File: config.mk
export PLATFORM = sky130hd
export DESIGN_NAME = uart_core
export DESIGN_NICKNAME = d
export VERILOG_FILES = /design/src/rtl/uart_core.sv
export SDC_FILE = /design/constraint.sdc
export NUM_CORES = 1
export LEC_CHECK = 0
export ABC_AREA = 1
export CORE_ASPECT_RATIO = 1.2
export CORE_MARGIN = 3
export CORE_UTILIZATION = 45
export CTS_CLUSTER_DIAMETER = 30
export CTS_CLUSTER_SIZE = 12
export DETAILED_ROUTE_END_ITERATION = 10
export PLACE_DENSITY_LB_ADDON = 0.12
export REMOVE_ABC_BUFFERS = 1
export SLEW_MARGIN = 20
export SYNTH_ARGS = -nofsm -noshare
export SYNTH_HDL_FRONTEND = slang
export SYNTH_SLANG_ARGS = --single-unit
File: constraint.sdc
create_clock -name clk_i -period 2.8 [get_ports clk_i]
set_clock_uncertainty 0.1 [all_clocks]
set_input_delay 0.42 -clock clk_i [delete_from_list [all_inputs] [get_ports clk_i]]
set_output_delay 0.42 -clock clk_i [all_outputs]
set_load 0.02 [all_outputs]
File: src/rtl/uart_core.sv
// uart_core: 8N1 UART transmitter/receiver behind a small word-addressed register port.
// Define UART_CORE_IRQ_EN to build the receive interrupt flag (IRQ_event, register 0x2).
module uart_core #(
  parameter int CLK_FREQ  = 100_000_000,
  parameter int BAUD_RATE = 115_200
) (
  input  logic        clk_i,
  input  logic        arst_n_i,
  input  logic [3:0]  avms_address_i,
  input  logic [3:0]  avms_byteenable_i,
  input  logic        avms_read_i,
  input  logic        avms_write_i,
  input  logic [31:0] avms_writedata_i,
  output logic [31:0] avms_readdata_o,
  output logic        uart_txd_o,
  input  logic        uart_rxd_i,
  output logic        IRQ_event
);

  localparam int DIV   = CLK_FREQ / BAUD_RATE;
  localparam int CNT_W = (DIV > 2) ? $clog2(DIV) : 1;
  localparam logic [CNT_W-1:0] DIV_M1  = CNT_W'(DIV - 1);
  localparam logic [CNT_W-1:0] HALF_M1 = CNT_W'(DIV / 2 - 1);

  localparam logic [3:0] ADDR_DATA   = 4'h0;
  localparam logic [3:0] ADDR_STATUS = 4'h1;
`ifdef UART_CORE_IRQ_EN
  localparam logic [3:0] ADDR_IRQ    = 4'h2;
`endif

  localparam logic [1:0] RX_IDLE  = 2'd0;
  localparam logic [1:0] RX_START = 2'd1;
  localparam logic [1:0] RX_DATA  = 2'd2;
  localparam logic [1:0] RX_STOP  = 2'd3;

  // Reset asserts asynchronously but is released in step with clk_i.
  logic rst_meta_q, rst_n_q;
  always_ff @(posedge clk_i or negedge arst_n_i) begin
    if (!arst_n_i) begin
      rst_meta_q <= 1'b0;
      rst_n_q    <= 1'b0;
    end else begin
      rst_meta_q <= 1'b1;
      rst_n_q    <= rst_meta_q;
    end
  end

  logic             tx_busy_q, tx_busy_d;
  logic [CNT_W-1:0] tx_cnt_q, tx_cnt_d;
  logic [3:0]       tx_bit_q, tx_bit_d;
  logic [8:0]       tx_shift_q, tx_shift_d;
  logic             txd_q, txd_d;

  logic             rx_meta_q, rx_meta_d;
  logic             rx_sync_q, rx_sync_d;
  logic             rx_prev_q, rx_prev_d;
  logic [1:0]       rx_state_q, rx_state_d;
  logic [CNT_W-1:0] rx_cnt_q, rx_cnt_d;
  logic [2:0]       rx_bit_q, rx_bit_d;
  logic [7:0]       rx_shift_q, rx_shift_d;
  logic [7:0]       rx_data_q, rx_data_d;
  logic             rx_valid_q, rx_valid_d;
  logic             frame_err_q, frame_err_d;
  logic             overrun_q, overrun_d;
  logic [31:0]      rd_data_q, rd_data_d;
`ifdef UART_CORE_IRQ_EN
  logic             irq_q, irq_d;
`endif

  logic        tx_start, rd_data_clr, rd_stat_clr;
  logic        rx_done_ok, rx_done_bad;
  logic [31:0] rd_value;

  assign tx_start    = avms_write_i && (avms_address_i == ADDR_DATA) && !tx_busy_q;
  assign rd_data_clr = avms_read_i && (avms_address_i == ADDR_DATA);
  assign rd_stat_clr = avms_read_i && (avms_address_i == ADDR_STATUS);

  // NOTE: every _d gets a default at the top so no path through the block can infer a latch.
  always_comb begin
    tx_busy_d   = tx_busy_q;
    tx_cnt_d    = tx_cnt_q;
    tx_bit_d    = tx_bit_q;
    tx_shift_d  = tx_shift_q;
    txd_d       = txd_q;
    rx_meta_d   = uart_rxd_i;
    rx_sync_d   = rx_meta_q;
    rx_prev_d   = rx_sync_q;
    rx_state_d  = rx_state_q;
    rx_cnt_d    = rx_cnt_q;
    rx_bit_d    = rx_bit_q;
    rx_shift_d  = rx_shift_q;
    rx_data_d   = rx_data_q;
    rx_valid_d  = rx_valid_q;
    frame_err_d = frame_err_q;
    overrun_d   = overrun_q;
    rx_done_ok  = 1'b0;
    rx_done_bad = 1'b0;
    rd_value    = '0;

    // Transmitter: tx_bit_q counts start(0), data(1..8), stop(9).
    if (tx_busy_q) begin
      if (tx_cnt_q == DIV_M1) begin
        tx_cnt_d = '0;
        if (tx_bit_q == 4'd9) begin
          tx_busy_d = 1'b0;
        end else begin
          txd_d      = tx_shift_q[0];
          tx_shift_d = {1'b1, tx_shift_q[8:1]};
          tx_bit_d   = tx_bit_q + 4'd1;
        end
      end else begin
        tx_cnt_d = tx_cnt_q + 1'b1;
      end
    end else if (tx_start) begin
      txd_d      = 1'b0;
      tx_shift_d = {1'b1, avms_writedata_i[7:0]};
      tx_cnt_d   = '0;
      tx_bit_d   = '0;
      tx_busy_d  = 1'b1;
    end

    case (rx_state_q)
      RX_IDLE: begin
        if (rx_prev_q && !rx_sync_q) begin
          rx_state_d = RX_START;
          rx_cnt_d   = '0;
        end
      end
      RX_START: begin
        if (rx_cnt_q == HALF_M1) begin
          rx_cnt_d   = '0;
          rx_bit_d   = '0;
          rx_state_d = rx_sync_q ? RX_IDLE : RX_DATA;
        end else begin
          rx_cnt_d = rx_cnt_q + 1'b1;
        end
      end
      RX_DATA: begin
        if (rx_cnt_q == DIV_M1) begin
          rx_cnt_d   = '0;
          rx_shift_d = {rx_sync_q, rx_shift_q[7:1]};
          rx_bit_d   = rx_bit_q + 3'd1;
          if (rx_bit_q == 3'd7) rx_state_d = RX_STOP;
        end else begin
          rx_cnt_d = rx_cnt_q + 1'b1;
        end
      end
      default: begin
        if (rx_cnt_q == DIV_M1) begin
          rx_cnt_d    = '0;
          rx_state_d  = RX_IDLE;
          rx_done_ok  = rx_sync_q;
          rx_done_bad = !rx_sync_q;
        end else begin
          rx_cnt_d = rx_cnt_q + 1'b1;
        end
      end
    endcase

    case (avms_address_i)
      ADDR_DATA:   rd_value = {24'b0, rx_data_q};
      ADDR_STATUS: rd_value = {28'b0, overrun_q, frame_err_q, rx_valid_q, !tx_busy_q};
`ifdef UART_CORE_IRQ_EN
      ADDR_IRQ:    rd_value = {31'b0, irq_q};
`endif
      default:     rd_value = '0;
    endcase
    rd_data_d = avms_read_i ? rd_value : rd_data_q;

    // Read side effects apply first so a frame landing on the same edge is not lost.
    if (rd_data_clr) begin
      rx_valid_d = 1'b0;
      overrun_d  = 1'b0;
    end
    if (rd_stat_clr) frame_err_d = 1'b0;
    if (rx_done_ok) begin
      if (rx_valid_d) overrun_d = 1'b1;
      rx_valid_d = 1'b1;
      rx_data_d  = rx_shift_q;
    end
    if (rx_done_bad) frame_err_d = 1'b1;

`ifdef UART_CORE_IRQ_EN
    irq_d = irq_q;
    if ((avms_address_i == ADDR_IRQ) && avms_byteenable_i[0]) irq_d = 1'b0;
    if (rx_done_ok) irq_d = 1'b1;
`endif
  end

  // NOTE: state updates use non-blocking assignment so all flops sample pre-edge values together.
  always_ff @(posedge clk_i or negedge rst_n_q) begin
    if (!rst_n_q) begin
      tx_busy_q   <= 1'b0;
      tx_cnt_q    <= '0;
      tx_bit_q    <= '0;
      tx_shift_q  <= '0;
      txd_q       <= 1'b1;
      rx_meta_q   <= 1'b1;
      rx_sync_q   <= 1'b1;
      rx_prev_q   <= 1'b1;
      rx_state_q  <= RX_IDLE;
      rx_cnt_q    <= '0;
      rx_bit_q    <= '0;
      rx_shift_q  <= '0;
      rx_data_q   <= '0;
      rx_valid_q  <= 1'b0;
      frame_err_q <= 1'b0;
      overrun_q   <= 1'b0;
      rd_data_q   <= '0;
`ifdef UART_CORE_IRQ_EN
      irq_q       <= 1'b0;
`endif
    end else begin
      tx_busy_q   <= tx_busy_d;
      tx_cnt_q    <= tx_cnt_d;
      tx_bit_q    <= tx_bit_d;
      tx_shift_q  <= tx_shift_d;
      txd_q       <= txd_d;
      rx_meta_q   <= rx_meta_d;
      rx_sync_q   <= rx_sync_d;
      rx_prev_q   <= rx_prev_d;
      rx_state_q  <= rx_state_d;
      rx_cnt_q    <= rx_cnt_d;
      rx_bit_q    <= rx_bit_d;
      rx_shift_q  <= rx_shift_d;
      rx_data_q   <= rx_data_d;
      rx_valid_q  <= rx_valid_d;
      frame_err_q <= frame_err_d;
      overrun_q   <= overrun_d;
      rd_data_q   <= rd_data_d;
`ifdef UART_CORE_IRQ_EN
      irq_q       <= irq_d;
`endif
    end
  end

  assign avms_readdata_o = rd_data_q;
  assign uart_txd_o      = txd_q;
`ifdef UART_CORE_IRQ_EN
  assign IRQ_event = irq_q;
`else
  assign IRQ_event = 1'b0;
`endif

  // Byte enables only matter for the IRQ acknowledge; upper write data is don't-care.
  logic unused_inputs;
  assign unused_inputs = ^{avms_byteenable_i, avms_writedata_i[31:8]};

endmodule

---- Word level (Yosys, flattened, before mapping) ----
Cells that the tools add are included.
storage, ports and cells
  register bits after elaboration ......... 96
  input port bits ......................... 45
  output and inout port bits .............. 34
  logic and storage cells ................. 100
cells by class
  $add $sub $neg .......................... 4
  equal/unequal tests ..................... 14
  mux-type cells .......................... 45
  reduce and logical (&&, ||, !) cells .... 18
operators by type and width
  cell                                                                     number
  10-bit 2-to-1 mux                                                        6
  9-bit 2-to-1 mux                                                         4
  10-bit by 1-bit adder with 10-bit output (second input constant)         2
  10-bit equality test (second input constant)                             2
  10-bit case mux with 2 select lines                                      1
  1-bit 2-to-1 mux                                                         19
  4-bit 2-to-1 mux                                                         4
  8-bit case mux with 2 select lines                                       1
  2-bit 2-to-1 mux                                                         6
  10-bit by 9-bit equality test with 1-bit output (second input constant)  1
  2-bit != test (second input constant)                                    5
  3-bit 2-to-1 mux                                                         2
  2-bit case mux with 3 select lines                                       1
  3-bit case mux with 2 select lines                                       1
  3-bit AND reduction                                                      2
  2-bit nonzero test                                                       3
  1-bit logical AND                                                        5
  5-bit AND reduction                                                      1
  4-bit by 1-bit adder with 4-bit output (second input constant)           1
  4-bit by 1-bit equality test with 1-bit output (second input constant)   1
  4-bit equality test (second input constant)                              1
  4-bit logical NOT                                                        1
  3-bit by 1-bit adder with 3-bit output (second input constant)           1
  3-bit equality test (second input constant)                              1
  other kinds (8)                                                          9

---- Logic depth before layout (Yosys ltp) ----
Gate-level depths: netlist (run 1).
  word-level depth ........................ 5
  mapped depth ............................ 11
  depth with buffers taken out ............ 11

---- Least setup slack after synthesis (run 1) ----
No wires, ideal clock.
  kind .................................... register -> register
  from .................................... reg tx_cnt_q[0]
  to ...................................... reg tx_shift_q[7]
  library setup time ...................... 0.065 ns
  data arrival time ....................... 1.364 ns
  required time ........................... 2.635 ns
  setup slack ............................. 1.272 ns
  cell stages (with the launch flop) ...... 9
  path buffers ............................ 1
  period minus slack after synthesis ...... 1.528 ns
  cells stage by stage .................... dfrtp_1 ha_1 nand3_1 nor3_2 nor2_2 nor2_4 buf_4 nand2_1 nand2_1
between the ends
  longest elaborated chain between the ends .. 3
ends and longest elaborated chain
  what                                                       RTL line  source
  from (decl)                                                49        logic [CNT_W-1:0] tx_cnt_q, tx_cnt_d;
  from (signal assigned)                                     215       tx_cnt_q <= tx_cnt_d;
  10-bit equality test                                       102       if (tx_cnt_q == DIV_M1) begin
  2-bit by 1-bit != test with 1-bit output (no source line)  --
  3-bit AND reduction (no source line)                       --
  to (signal assigned)                                       217       tx_shift_q <= tx_shift_d;
  to (decl)                                                  51        logic [8:0] tx_shift_q, tx_shift_d;
Every way passes these cells.
A chain may end at the register's enable or synchronous reset.

---- Worst setup path in the final report (run 1) ----
  from .................................... reg txd_q (netlist: uart_txd_o)
  to ...................................... out uart_txd_o
RTL lines
  what                    RTL line  source
  from (decl)             52        logic txd_q, txd_d;
  from (signal assigned)  218       txd_q <= txd_d;
  to (decl)               15        output logic uart_txd_o,
No word-level cell between the ends.

==> metrics, run 1 <==
status=complete, no violations; final worst slack=796.7 ps; dpl cell area=0.003844 mm²; area share of xor/xnor cells in the synthesized design=1.949%; multiplexer share of the synthesized area=0%; clock power share=42.8%; length of the first detailed-routing pass in iterations=4; Worst Setup Start Kind=register; Post-CTS Setup Bufs=0; Critical Path Sink Type=primary output; # port buffers=25; ratio of cells with drive above 1 in the final layout=11.60%; #FFs+latches synth=72; cell chain of the critical path=clkdlybuf4s50_1; CTS root buf=clkbuf_8; Via density=4.816; CP startpoint=uart_txd_o; final setup vio count=0; Max Fclk=0.4992 GHz; die area=0.009104 mm²; Fin. Hold Viols=0; initial antenna violation count=0; vias in the first global route=2,474; Area growth syn-to-layout=14.54%; clock buffer count from CTS=9; R2R Path Start=tx_busy_q; Vias=2,644; pre-CTS setup slack=723.1 ps; Power Dens Cells=637.6 mW/mm²; RD Place Congestion=0.8289; register area share after synthesis=50.24%; Yosys Warn Count=0; routed length per instance=11.45 µm; Worst-Margin Slew=706.3 ps; Final period util=71.55%; simple-gate share of the synthesized area=25.33%; Net Sw Power=725.6 µW; # diodes=0; syn avg cell area=8.501 µm²; CTS tree=yes; Synth Area in Adders=2.436%; Async SR Flop Fraction=100.0%; DRC=0; Synth top area share=47.32%; I/O pin count=79; Post-Route WL=6284 µm; placed wire-length estimate=4397 µm; post-route minimum period=2003 ps; H-tree depth=3; Slew Limit Fails=0; Post-CTS Resized=0; first-pass GRT wire length=11,140 µm; TNS Setup=0 ps; Peak VDD IR=0.3394 mV; Clock Latency Late Sink=350 ps; Finished Cell Area=0.004119 mm²; synthesized cell area=0.003596 mm²; Seq pwr share=43.8%; Pwr Total=2.626 mW; max incr delay on CP=600 ps; main flop type after synthesis=dfrtp_1; CP Buf/Inv Count=1; sw frac=27.63%; Leakage=2.031 nW; initial core utilization=46.66%; Comb power frac=13.4%; worst-path maximum fanout=2; hold_buf cts=0; largest cells by area after synthesis=dfrtp_1, nand2_1, buf_4; Hold Path Class=in -> async; Compound-Gate Fraction of Synth Area=8.838%; Fill cells=720; nets@finish=504; Crit Path Class=reg -> out; Cell variety after synth=40; largest net degree at the start of global routing=42; Post-Synthesis Cells=423; CP Data Required Time=2280 ps; antenna-violating nets left=0; Congestion Overflow GR=0; dominant cell type by area after synthesis=dfrtp_1; Worst Path Arrival=1480 ps; main combinational cell family by area after synthesis=simple AND/OR/NAND/NOR gates; most frequent cell after synthesis=nand2_1; slowest CP cell=clkdlybuf4s50_1; clk slew on worst S/H paths=80 ps; Clock Sinks=72; RSZ-0062 raised after global routing=false; maxcap violations=0; Die X=87.61 µm; Power Internal=1.901 mW; EDFF count, synth=0; Die Height=103.9 µm; Rows=35; starting DRC count in detailed routing=163; Core ar.=0.007707 mm²; CTS Buffer Depth=2; GRT Resource Usage Total=15.36%; delay-heaviest family, CP=buffers and inverters; worst rel slew slack=52.91%; synth cell count leaders=nand2_1, dfrtp_1, inv_1, nor2_1, buf_4
## area by class of cell
type                    instances  area [µm²]  area share, %
flip-flops and latches         72        1808          43.89
inverters                      44       166.4          4.040
repair buffers                 26       270.3          6.561
well taps                      92       115.1          2.795
clock inverters                 7       151.4          3.676
clock buffers                   9       123.9          3.007
multi-input cells             299        1484          36.03
## power groups by stage
stage | logic (mW) | registers, mW | clock network, mW
finish | 0.351 | 1.15 | 1.12
floorplan | 0.256 | 1.17 | 0
CTS | 0.355 | 1.15 | 1.15
detailed placement | 0.353 | 1.17 | 0
global placement | 0.343 | 1.17 | 0
global route | 0.408 | 1.16 | 1.19
## per-stage QoR
step	cells	util [%]	hold WS [ps]
after global placement	533	49.87	234.8
after global routing	549	53.44	110.4
final	549	53.44	121.6
after floorplan	415	-	24.41
after CTS	549	53.44	107.3
after detailed placement	533	49.87	240.4
## metal layers
layer	GRT usage [%]	wire [µm]	share of wire [%]	vias to the layer above
met5	0	0	0	-
met4	6.250	100	1.6	0
met3	3.566	213	3.4	10
met2	24.57	3105	49	37
met1	19.81	2865	46	1247
li1	-	-	-	1350
## sequential cells by signal (all words and copies together), names as in the netlist, 2 cells and up
| signal | flops |
|---|---|
| rx_state_q | 2 |
| tx_shift_q | 9 |
| rx_shift_q | 8 |
| tx_cnt_q | 10 |
| rx_cnt_q | 10 |
| rx_data_q | 8 |
| tx_bit_q | 4 |
| avms_readdata_o | 8 |
| rx_bit_q | 3 |
## cells in the final DEF, fill, tap and decap left out, types with 2 or more instances in the layout
master,n
inv_2,4
nor2_1,27
ha_1,7
o211ai_1,2
o21ai_2,9
nor2_4,2
nor3_2,3
clkbuf_8,9
dfstp_2,4
inv_1,37
o21ai_0,11
bufinv_16,4
nand2_1,140
nor2_2,2
nand3_2,2
xnor2_1,3
a22o_1,4
a21oi_1,6
xor2_1,5
nand3_1,16
o21ai_1,9
nand2_2,5
nand4_1,3
nor3_1,4
conb_1,26
clkinv_1,2
inv_8,2
dfrtp_1,67
o22ai_1,5
clkdlybuf4s50_1,25
## kinds of logic after synthesis
group,after synthesis
adder cells (fa/ha/maj),7
other,2
buffers and inverters,76
flip-flops,72
XOR/XNOR,8
AND/OR/NAND/NOR,209
AO/OA/AOI/OAI,49
## path summary, 6_finish.rpt
kind | to | slack [ps] | depth (start not counted)
worst min register to register | tx_bit_q[0] | 230 | 0
worst max register to register | tx_shift_q[5] | 950 | 6
min in group clk_i | rst_n_q | 260 | 0
max in group asynchronous | rx_prev_q | 1660 | 1
worst min-delay path | rst_meta_q | 120 | 1
worst max-delay path | uart_txd_o | 800 | 1
No activity file was read; power rests on OpenSTA's default activity.
==> inputs of run 2 (changes only) <==
clock period = 1.7 ns   (was 2.8 ns; I/O delays follow)
==> run 2 against run 1 <==
Global-route usage about the same. Clock-buffer cell count unchanged. First-iteration DRC count down 20%. Worst hold slack better by 73 ps. Wire length up 1.6%. Critical endpoint is now avms_readdata_o[5].
==> metrics, run 2 (same netlist as run 1, synthesis figures left out) <==
status=complete, no violations; Clock Latency Late Sink=340 ps; Slew Limit Fails=0; final setup vio count=0; # port buffers=25; starting DRC count in detailed routing=131; clk slew on worst S/H paths=90 ps; initial core utilization=46.66%; Area growth syn-to-layout=18.20%; cell chain of the critical path=clkdlybuf4s50_1; maxcap violations=0; die area=0.009104 mm²; Final period util=97.17%; Worst path depth=1; CTS Buffer Depth=2; Fin. Hold Viols=0; Critical Path Sink Type=primary output; Rows=35; nets@finish=521; Post-Route WL=6386 µm; placed wire-length estimate=4375 µm; slowest CP cell=clkdlybuf4s50_1; worst r2r dst=rx_state_q[1]; Leakage=2.201 nW; first-pass GRT wire length=11,320 µm; most frequent cells in the layout=nand2_1, dfrtp_1, inv_1; CTS tree=yes; Max Fclk=0.6054 GHz; Die Height=103.9 µm; R2R Path Start=rx_cnt_q[1]; Core ar.=0.007707 mm²; flop2flop setup slack=140 ps; Hold Path Class=reg -> async; Congestion Overflow GR=0; Vias=2,689; Regs by FF count=rx_cnt_q x10, tx_cnt_q x10, tx_shift_q x9; delay-heaviest family, CP=buffers and inverters; Peak VDD IR=0.4571 mV; commonest non-fill, non-tap cell in the layout=nand2_1; Crit Path Class=reg -> out; RD Place Congestion=0.8403; R2R depth=10; GRT Resource Usage Total=15.39%; CTS root buf=clkbuf_8; Clock Sinks=72; Power Dens Cells=920.7 mW/mm²; # diodes=0; CP Data Required Time=1340 ps; H-tree depth=3; vias in the first global route=2,543; routed length per instance=11.28 µm; antenna-violating nets left=0; Die X=87.61 µm; TNS Setup=0 ps; Fill cells=726; initial antenna violation count=0; Worst Setup Start Kind=register; clock buffer count from CTS=9; CP Buf/Inv Count=1; Post-CTS Setup Bufs=0; length of the first detailed-routing pass in iterations=4; ratio of cells with drive above 1 in the final layout=16.24%; DRC=0; largest net degree at the start of global routing=71; I/O pin count=79; RSZ-0062 raised after global routing=true; Via density=4.751; post-route minimum period=1652 ps; fin util=55.15%; max incr delay on CP=600 ps; Worst Path Arrival=1300 ps; worst-path maximum fanout=2
## run 2: cell count changes in the layout (fill, tap and decap cells not counted), moves of 4 or more
| cell | delta |
|---|---|
| dlymetal6s2s_1 | +5 |
| nor2_1 | -4 |
| nor2_2 | +4 |
| buf_4 | +13 |
| clkdlybuf4s50_1 | -7 |
## run 2: final cells by class
type	count	area, µm²	area share (%)
timing repair buffer	43	447.9	10.54
multi-input combinational	299	1511	35.56
clock inverter	7	77.57	1.825
sequential	72	1808	42.54
tap	92	115.1	2.708
clock buffer	9	123.9	2.914
inverter	44	166.4	3.915
## run 2: worst max path at each step
stage,end,start,slack [ps]
detailed placement,tx_shift_q[5],avms_address_i[2],-60
CTS,avms_readdata_o[1],avms_readdata_o[1],5
floorplan,avms_readdata_o[0],rst_n_q,-550
finish,avms_readdata_o[5],avms_readdata_o[5],50
global route,rx_state_q[1],rx_cnt_q[1],-50
global placement,tx_shift_q[5],avms_address_i[2],-50
## run 2: worst reg2reg max path, cell delays in order (launching register included)
cell	delay (ps)
dfrtp_1	400
inv_1	80
ha_1	130
nand2_1	50
nor2_1	80
nand3_1	100
nand2_2	90
nand2_2	100
nor2_4	230
nand3_1	100
nand2_1	70
## run 2: stage by stage
stage               instances  hold WS, ps  total power [mW]  setup slack, ps  area [µm²]
detailed placement        549        211.8             2.539           -59.24        4001
CTS                       566        208.7             3.934            5.464        4210
global placement          549        210.2             2.524           -45.46        4001
finish                    566        194.4             3.913            48.16        4250
global route              566        217.4             4.147           -47.63        4250
floorplan                 415       -140.6             2.343           -546.5        3457
## run 2: what timing repair did
action	4_1_cts	5_1_grt
pin swaps	0	3
setup endpoints to repair	2	31
hold buffers	1	0
resized for setup	2	14
endpoints found under the hold margin	2	0
## run 2: layer usage
layer / GRT usage, % / part of all wire [%] / vias to the layer above
met5: 0 / 0 / -
met4: 7.018 / 2.0 / 0
met3: 2.773 / 2.9 / 13
met2: 24.35 / 49 / 43
met1: 20.25 / 46 / 1259
li1: - / - / 1374
## run 2: where the power goes
part | leakage [nW] | internal (mW) | switching [mW] | total, mW
Sequential | 0.957 | 1.79 | 0.0879 | 1.88
Clock | 0.100 | 0.690 | 0.690 | 1.38
Combinational | 1.14 | 0.229 | 0.423 | 0.651
Total | 2.20 | 2.71 | 1.20 | 3.91
==> inputs of run 3 (changes only) <==
ABC_AREA = 0   (was 1)
CTS_BUF_LIST = sky130_fd_sc_hd__clkbuf_16   (was not set)
==> run 3 against run 2 <==
The flow now finishes with violations (negative setup slack). Clock-buffer cell count unchanged. Worst setup slack lost 260 ps. Non-clock buffer count grew 57. Via count is 3.3% higher. Clock power is 30% higher. Cell count down 7.8%.
==> metrics, run 3 <==
CP Buf/Inv Count=2; Die Height=104.0 µm; I/O pin count=79; Clock Latency Late Sink=330 ps; register area share after synthesis=50.12%; Worst Setup Start Kind=register; post-route minimum period=1912 ps; clk slew on worst S/H paths=70 ps; Fill cells=622; Core ar.=0.007751 mm²; most frequent cells in the layout=dfrtp_1, buf_4, conb_1; largest cells by area after synthesis=dfrtp_1, buf_4, mux2_2; DRC=0; max incr delay on CP=390 ps; RSZ-0062 raised after global routing=true; simple-gate share of the synthesized area=16.70%; #FFs+latches synth=72; Slew Limit Fails=0; nets@finish=477; cell chain of the critical path=ha_2 > nand4_1 > buf_6 > nor4_4 > buf_12 > mux2_2; fin util=64.79%; Synth top area share=47.21%; starting DRC count in detailed routing=66; area share of xor/xnor cells in the synthesized design=0.2430%; syn avg cell area=11.13 µm²; RD Place Congestion=0.8935; status=finished, violations left; dominant cell type by area after synthesis=dfrtp_1; ratio of cells with drive above 1 in the final layout=36.74%; Clock Sinks=72; CP Data Required Time=1820 ps; H-tree depth=3; Worst Path Arrival=2030 ps; largest net degree at the start of global routing=71; Leakage=2.277 nW; Vias=2,778; synth cell count leaders=dfrtp_1, buf_4, nand2_1, o21ai_0, mux2_2; placed wire-length estimate=5306 µm; synthesized cell area=0.003605 mm²; routed length per instance=15.44 µm; WHS=182.9 ps; slowest CP cell=dfrtp_1; main flop type after synthesis=dfrtp_1; Die X=87.71 µm; Critical Path Sink Type=register; vias in the first global route=2,912; length of the first detailed-routing pass in iterations=5; # diodes=0; Yosys Warn Count=0; Post-Synthesis Cells=324; Area growth syn-to-layout=39.33%; Async SR Flop Fraction=100.0%; main combinational cell family by area after synthesis=simple AND/OR/NAND/NOR gates; Synth Area in Adders=2.430%; Pwr Total=5.830 mW; failing checks=negative setup slack; # port buffers=25; Rows=35; Congestion Overflow GR=0; Compound-Gate Fraction of Synth Area=15.86%; initial antenna violation count=0; clock buffer count from CTS=9; initial core utilization=46.51%; Post-Route WL=8059 µm; commonest non-fill, non-tap cell in the layout=dfrtp_1; Post-Layout Cell Count=522; multiplexer share of the synthesized area=6.664%; maxcap violations=0; delay-heaviest family, CP=simple AND/OR/NAND/NOR gates; final setup vio count=45; EDFF count, synth=0; placed cell count=499; GRT Resource Usage Total=18.53%; die area=0.009125 mm²; Max Fclk=0.5230 GHz; Hold Path Class=reg -> async; CTS root buf=clkbuf_16; most frequent cell after synthesis=dfrtp_1; Peak VDD IR=0.6045 mV; Regs by FF count=rx_cnt_q x10, tx_cnt_q x10, tx_shift_q x9; antenna-violating nets left=0; worst-path maximum fanout=9; Fin. Hold Viols=0; CTS Buffer Depth=2; Power Dens Cells=1161 mW/mm²; Final period util=112.5%; final worst slack=-212.2 ps; TNS Setup=-5657 ps; first-pass GRT wire length=13,570 µm; CTS tree=yes; Crit Path Class=reg -> reg; Cell variety after synth=56; Via density=5.322
[run 3: cell types whose count changed in the layout (fill, tap and decap cells not counted), sizes merged, moves of 6 or more]
cell	before	now
a31oi	0	8
buf	17	74
clkinv	6	0
inv	43	16
mux2	0	16
mux2i	0	6
nand2	145	24
nand2b	0	14
nor2	31	5
o21ai	29	17
o221a	0	8
o22ai	6	0
[run 3: area by class of cell]
| type | count | area, µm² | share of cell area [%] |
|---|---|---|---|
| multi-input combinational | 230 | 1848 | 36.80 |
| sequential | 72 | 1809 | 36.02 |
| timing repair buffer | 100 | 919.6 | 18.31 |
| clock buffer | 9 | 225.2 | 4.484 |
| tap | 92 | 115.1 | 2.292 |
| clock inverter | 7 | 60.06 | 1.196 |
| inverter | 12 | 45.04 | 0.8969 |
[run 3: worst register-to-register path, cell delays in order, from the launching register on]
cell,delay (ps)
dfrtp_1,390
ha_2,220
nand4_1,110
buf_6,160
nor4_4,300
buf_12,180
mux2_2,330
[run 3: cell families after synthesis]
logic type      Yosys count
buf+inv                  46
xor+xnor                  1
mux                      22
other cells               2
flops                    72
compound gates           74
fa+ha+maj                 7
simple gates            100
[run 3: power by group]
part / internal, mW / total, mW / leakage [nW] / switching, mW
logic: 0.955 / 1.87 / 1.24 / 0.911
clock network: 1.01 / 1.80 / 0.131 / 0.783
registers: 1.97 / 2.17 / 0.906 / 0.200
[run 3: what timing repair did]
action                                  CTS  global route
gates resized for setup                  22            48
endpoints found under the setup margin   56            59
hold buffers                              1             0
hold endpoints to repair                  2             0
setup buffers                             6             2
pin swaps                                 9            24
cloned                                    0             0
[run 3: routing by layer]
metal  GRT usage [%]  part of all wire, %  routed length, µm
met5               0                    0                  0
met4           7.018                  1.9                156
met3           4.120                  3.1                246
met2           29.20                   52               4155
met1           24.63                   43               3500
[run 3: per-stage QoR]
stage                     area [µm²]  worst slack [ps]
after global placement          4399            -274.1
final                           5022            -212.2
after CTS                       4808            -164.4
after detailed placement        4399            -266.4
after global routing            5022            -262.3
after floorplan                 3460            -546.5
[run 3: worst paths after layout]
check / startpoint / to / slack, ps / cells past startpoint
min in group clk_i: uart_rxd_i / rx_meta_q / 230 / 1
max: rx_cnt_q[1] / rx_shift_q[3] / -210 / 6
max in group asynchronous: arst_n_i / rst_n_q / 840 / 2
max reg2reg: rx_cnt_q[1] / rx_shift_q[3] / -210 / 6
min: rst_n_q / tx_cnt_q[4] / 180 / 1
min reg2reg: rst_n_q / tx_cnt_q[4] / 180 / 1
==> RTL change 1, RTL diff (config.mk and constraints of run 1) <==
Reset style: synchronous (`arst_n_i` and `rst_n_q`), changed in 2 clocked blocks. Comments in the files are not updated.
--- a/src/rtl/uart_core.sv
+++ b/src/rtl/uart_core.sv
@@ -36,5 +36,5 @@
   // Reset asserts asynchronously but is released in step with clk_i.
   logic rst_meta_q, rst_n_q;
-  always_ff @(posedge clk_i or negedge arst_n_i) begin
+  always_ff @(posedge clk_i) begin
     if (!arst_n_i) begin
       rst_meta_q <= 1'b0;
@@ -189,5 +189,5 @@
 
   // NOTE: state updates use non-blocking assignment so all flops sample pre-edge values together.
-  always_ff @(posedge clk_i or negedge rst_n_q) begin
+  always_ff @(posedge clk_i) begin
     if (!rst_n_q) begin
       tx_busy_q   <= 1'b0;
Formal check against the unedited RTL: differs if arst_n_i is asserted again (counterexample within 4 cycles, from zero or initial values and one cycle with arst_n_i low); with arst_n_i held inactive, the same outputs for 10 cycles.
==> RTL change 1 against run 1 <==
  * Routed wire length is 15% higher
  * Setup slack better by 0.12 ns
  * Core utilization is 1.3 points lower
  * Die area hardly changed
  * Final area is 2.4% lower
  * Area after synthesis hardly changed
  * Synthesized cell count is 16% higher
  * Sequential cell count stayed put
  * Critical endpoint is now rx_cnt_q[7]
  * Highest routed layer unchanged
Power is not compared: it rests on default switching activity, and its combinational part moved more than twofold at a synthesized area within 25%.
==> RTL change 1: results (changes against run 1) <==
Run status
  • Status: completed

Placement
  • RePlAce Congestion: 0.835 (+0.76%)
  • DPL Wire Length: 4920 um (+12%)
  • Port Buffers: 25 (unchanged)
  • DP Cell Count: 593 (+11%)
  • Placed Area: 3780 um^2 (-1.7%)
  • DP Worst Slack: 0.599 ns (-0.124 ns)

Power and ir drop
  • P_leak: roughly 1.6 nW
  • Worst vdd rail ir drop: ~0.34 mV

Critical path
  • R2r endpoint: rx_cnt_q[7]
  • R2R Path Start: rx_prev_d
  • Arr. time, crit path: 2.07 ns (+0.59 ns)
  • Worst path slowest cell: dfxtp_1
  • Largest stage delay, worst path: 0.62 ns (+0.02 ns)
  • R2R cell count: 7 (+1)
  • Reg2Reg Setup Slack: 0.92 ns (-0.03 ns)
  • Crit Path Max Fanout: 12 (+10)

Clock network
  • Post-CTS Setup Inserts: 0 (unchanged)
  • Clk Latency, worst-skew pair: 0.35 ns (about the same)
  • H-Tree Depth: 3 (unchanged)
  • Num CTS Buffers: 9 (unchanged)
  • Root Driver: clkbuf_8
  • Clock slew at reported path FFs: 0.08 ns (about the same)

Cells and area
  • Fraction of layout cells with a size suffix above 1: 9.50% (-2.1 points)
  • Diode count: 0 (unchanged)
  • Layout Nets: 564 (+12%)
  • Post-route insts no fill: 608 (+11%)
  • Top flop regs: rx_cnt_q x10, tx_cnt_q x10, tx_shift_q x9

Synthesis
  • Synth Warn #: 0 (unchanged)
  • Synth Flop Type: dfxtp_1
  • Async set or reset register ratio after synthesis: 0% (-100 points)
  • Synth area leaders: dfxtp_1, nand2_1, buf_4
  • Post-synthesis sequential area ratio: 40.1% (-10 points)
  • Post-Syn Instances: 491 (+16%)
  • Commonest cells post-synth: nand2_1, dfxtp_1, nor2_1
  • Synth unique cells: 35 (-13%)

Routing
  • 1st-pass router iterations: 4 (unchanged)
  • Detailed-route via count: 3,000 (+13%)
  • Starting DRC count in detailed routing: 89 (-45%)
  • Routed len/inst: 11.9 um (+4.0%)

GRT
  • First-pass GRT wire length: 12,300 um (+10%)
  • Tot GR Track Use: 16.6% (+1.3 points)
  • Vias in the first global route: 2,814 (+14%)
  • Largest net degree at the start of global routing: 34 (-19%)
  • Initial antenna violation count: 0 (unchanged)

Timing
  • Hold slack: 0.312 ns (+0.190 ns)
  • # setup viols final: 0 (unchanged)
  • PnR worst setup slack: 0.917 ns (+0.120 ns)
  • Relative slew margins: 58.6% (+5.6 points)

Hold path
  • Worst hold endpoint: rst_n_q
  • Hold Crit Class: flop to flop
  • Worst hold stages: 2
  • Hold Startpoint: rst_meta_q
[RTL change 1: cell count changes after synthesis, sizes merged, moves of 8 or more]
cell	change
a21oi	+38
o21ai	-14
nand4	+12
nor2	+29
nand2	-23
nand3	+22
dfrtp	-68
dfxtp	+72
mux2i	+8
[RTL change 1: layout make-up]
class	count	area [um^2]
timing repair buffer	29	280
fill	781	3690
multi-input combinational	360	1790
tap	92	115
clock buffer	9	124
clock inverter	6	116
inverter	40	153
sequential	72	1440
[RTL change 1: cell families after synthesis]
family	synth area share, %
AND/OR/NAND/NOR	31.5
buffers and inverters	12.7
flip-flops	40.1
AO/OA/AOI/OAI	9.57
multiplexers	2.23
adder cells (fa/ha/maj)	2.43
XOR/XNOR	1.46
other	0.104
[RTL change 1: power by group]
| group | switching (mW) | internal (mW) |
|---|---|---|
| clock network | 0.413 | 0.595 |
| registers | 0.00377 | 1.03 |
| logic | 0.0733 | 0.0344 |
| total | 0.490 | 1.66 |
[RTL change 1: worst max-delay path by stage]
stage	startpoint	endpoint
finish	rx_prev_d	rx_cnt_q[7]
detailed placement	avms_address_i[1]	tx_shift_q[6]
floorplan	tx_busy_q	tx_bit_q[2]
global route	rx_prev_d	rx_cnt_q[7]
CTS	rx_prev_d	rx_cnt_q[7]
global placement	avms_address_i[1]	tx_shift_q[6]
[RTL change 1: metal layers]
layer  wire length (um)  part of all wire (%)  track usage [%]  vias up
met4                116                   1.6             6.14        0
met3                232                   3.2             3.96        9
met1               3360                    46             20.4     1364
met2               3530                    49             27.8       44
met5                  0                     0                0        -
li1                   -                     -                -     1583
[RTL change 1: worst max-delay path, delay by kind of cell, from the launching register on]
family / cells / cell delay [ns]
simple gates: 5 / 0.80
flops: 1 / 0.62
buf+inv: 1 / 0.17
xor+xnor: 1 / 0.14
==> RTL change 2, RTL diff (settings of run 1) <==
Without the edit above. Change the parameter `CLK_FREQ` from 100_000_000 to 200_000_000.
--- a/src/rtl/uart_core.sv
+++ b/src/rtl/uart_core.sv
@@ -2,5 +2,5 @@
 // Define UART_CORE_IRQ_EN to build the receive interrupt flag (IRQ_event, register 0x2).
 module uart_core #(
-  parameter int CLK_FREQ  = 100_000_000,
+  parameter int CLK_FREQ  = 200_000_000,
   parameter int BAUD_RATE = 115_200
 ) (
Behaviour: same outputs for any inputs over 10 cycles, from zero or initial values and one cycle with arst_n_i low; that may be too few to reach the edited logic, so the function may still have changed.
==> RTL change 2 against run 1 <==
  * Routed wire length rose by 1.5%
  * Setup slack got worse by 0.060 ns
  * Non-clock buffer count rose by 1
  * Synthesized cell count rose by 3.5%
  * Final area rose by 2.8%
  * Total power fell by 15%
  * Area after synthesis rose by 5.2%
  * Via count rose by 5.2%
  * Sequential cell count rose by 2
  * Largest cell class unchanged
  * Largest power group unchanged
==> RTL change 2: results (changes against run 1) <==
Run status
  • Status: completed

Synthesis
  • Complex-gate fraction of the synthesized area: 9.30% (+0.46 points)
  • Adder-Cell Fraction of Synth Area: 2.32% (-0.12 points)
  • Commonest cells post-synth: nand2_1, dfrtp_1, inv_1
  • Synth unique cells: 36 (-10%)
  • Synth Area in XOR/XNOR: 1.62% (-0.33 points)
  • Portion of netlist area occupied by mux cells: 2.12% (+2.1 points)

Cells and area
  • Multi-input gate area: 1610 um^2 (+8.5%)
  • Layout Nets: 522 (+3.6%)
  • Top flop regs: rx_cnt_q x11, tx_cnt_q x11, tx_shift_q x9
  • Fraction of layout cells with a size suffix above 1: 12.2% (+0.61 points)
  • Fill cells: 790 (+9.7%)

Routing
  • WL met1: 3070 um (+7.3%)
  • Starting DRC count in detailed routing: 66 (-60%)
  • Met2 WL: 2980 um (-4.1%)
  • WL met3: 192 um (-9.9%)
  • 1st-pass router iterations: 5 (+1)
  • Routed len/inst: 10.8 um (-5.4%)

GRT
  • First-pass GRT wire length: 11,300 um (+1.4%)
  • Tot GR Track Use: 14.9% (-0.42 points)
  • GR Util met3: 2.56% (-1.0 points)
  • Largest net degree at the start of global routing: 53 (+26%)
  • Vias in the first global route: 2,591 (+4.7%)

Critical path
  • Reg2Reg Setup Slack: 0.74 ns (-0.21 ns)
  • Crit Path Max Fanout: 27 (+25)
  • Arr. time, crit path: 2.23 ns (+0.75 ns)

Timing
  • Relative slew margins: 60.9% (+8.0 points)

Placement
  • DPL Wire Length: 4620 um (+5.0%)
  • RePlAce Congestion: 0.864 (+4.3%)
  • Placed Area: 4060 um^2 (+5.7%)

Clock network
  • Clk Latency, worst-skew pair: 0.35 ns (about the same)

Power and ir drop
  • Worst vdd rail ir drop: 0.313 mV (-7.7%)
  • P_leak: 2.03 nW (about the same)

Hold path
  • Hold Crit Class: flop to asynchronous set/reset pin
[RTL change 2: cell types whose count changed after synthesis, sizes merged, moves of 3 or more]
cell	delta
nor2	+3
nand2	-23
a21oi	-4
o22ai	-4
mux2i	+8
a22o	-4
o21ai	+14
nor3	+3
or2	+4
inv	+4
nand3	+11
[RTL change 2: final timing paths]
path,start,to,depth (start not counted)
worst max-delay path,tx_cnt_q[0],tx_shift_q[1],7
worst min-delay path,rst_n_q,tx_shift_q[4],0
worst max register to register,tx_cnt_q[0],tx_shift_q[1],7
worst min register to register,rst_n_q,tx_shift_q[4],0
max in group asynchronous,rst_n_q,rx_prev_q,1
min in group clk_i,rst_meta_q,rst_n_q,0
[RTL change 2: where the power goes]
group / switching (mW) / total, mW / internal [mW]
Clock: 0.384 / 0.730 / 0.347
Combinational: 0.224 / 0.335 / 0.112
Sequential: 0.0477 / 1.16 / 1.11
[RTL change 2: stage by stage]
step	setup WS (ns)	hold WS, ns	instances
floorplan	0.494	0.0244	432
global placement	0.429	0.150	573
detailed placement	0.385	0.144	573
CTS	0.716	0.107	589
global route	0.533	0.112	589
finish	0.737	0.126	589
[RTL change 2: area by class of cell]
cell class | count | share of cell area, %
Timing Repair Buffer | 27 | 6.56
Sequential cell | 74 | 43.9
Inverter | 46 | 4.08
Clock inverter | 4 | 0.621
Tap cell | 114 | 3.37
Multi-Input combinational cell | 312 | 38.0
Clock buffer | 12 | 3.43
[RTL change 2: worst max-delay path, cell delays in order, from the launching register on]
cell	delay (ns)
dfrtp_1	0.46
ha_1	0.28
and3_1	0.20
nand3_1	0.13
nand2_2	0.13
nand2_2	0.47
nand2_1	0.13
o21ai_2	0.08
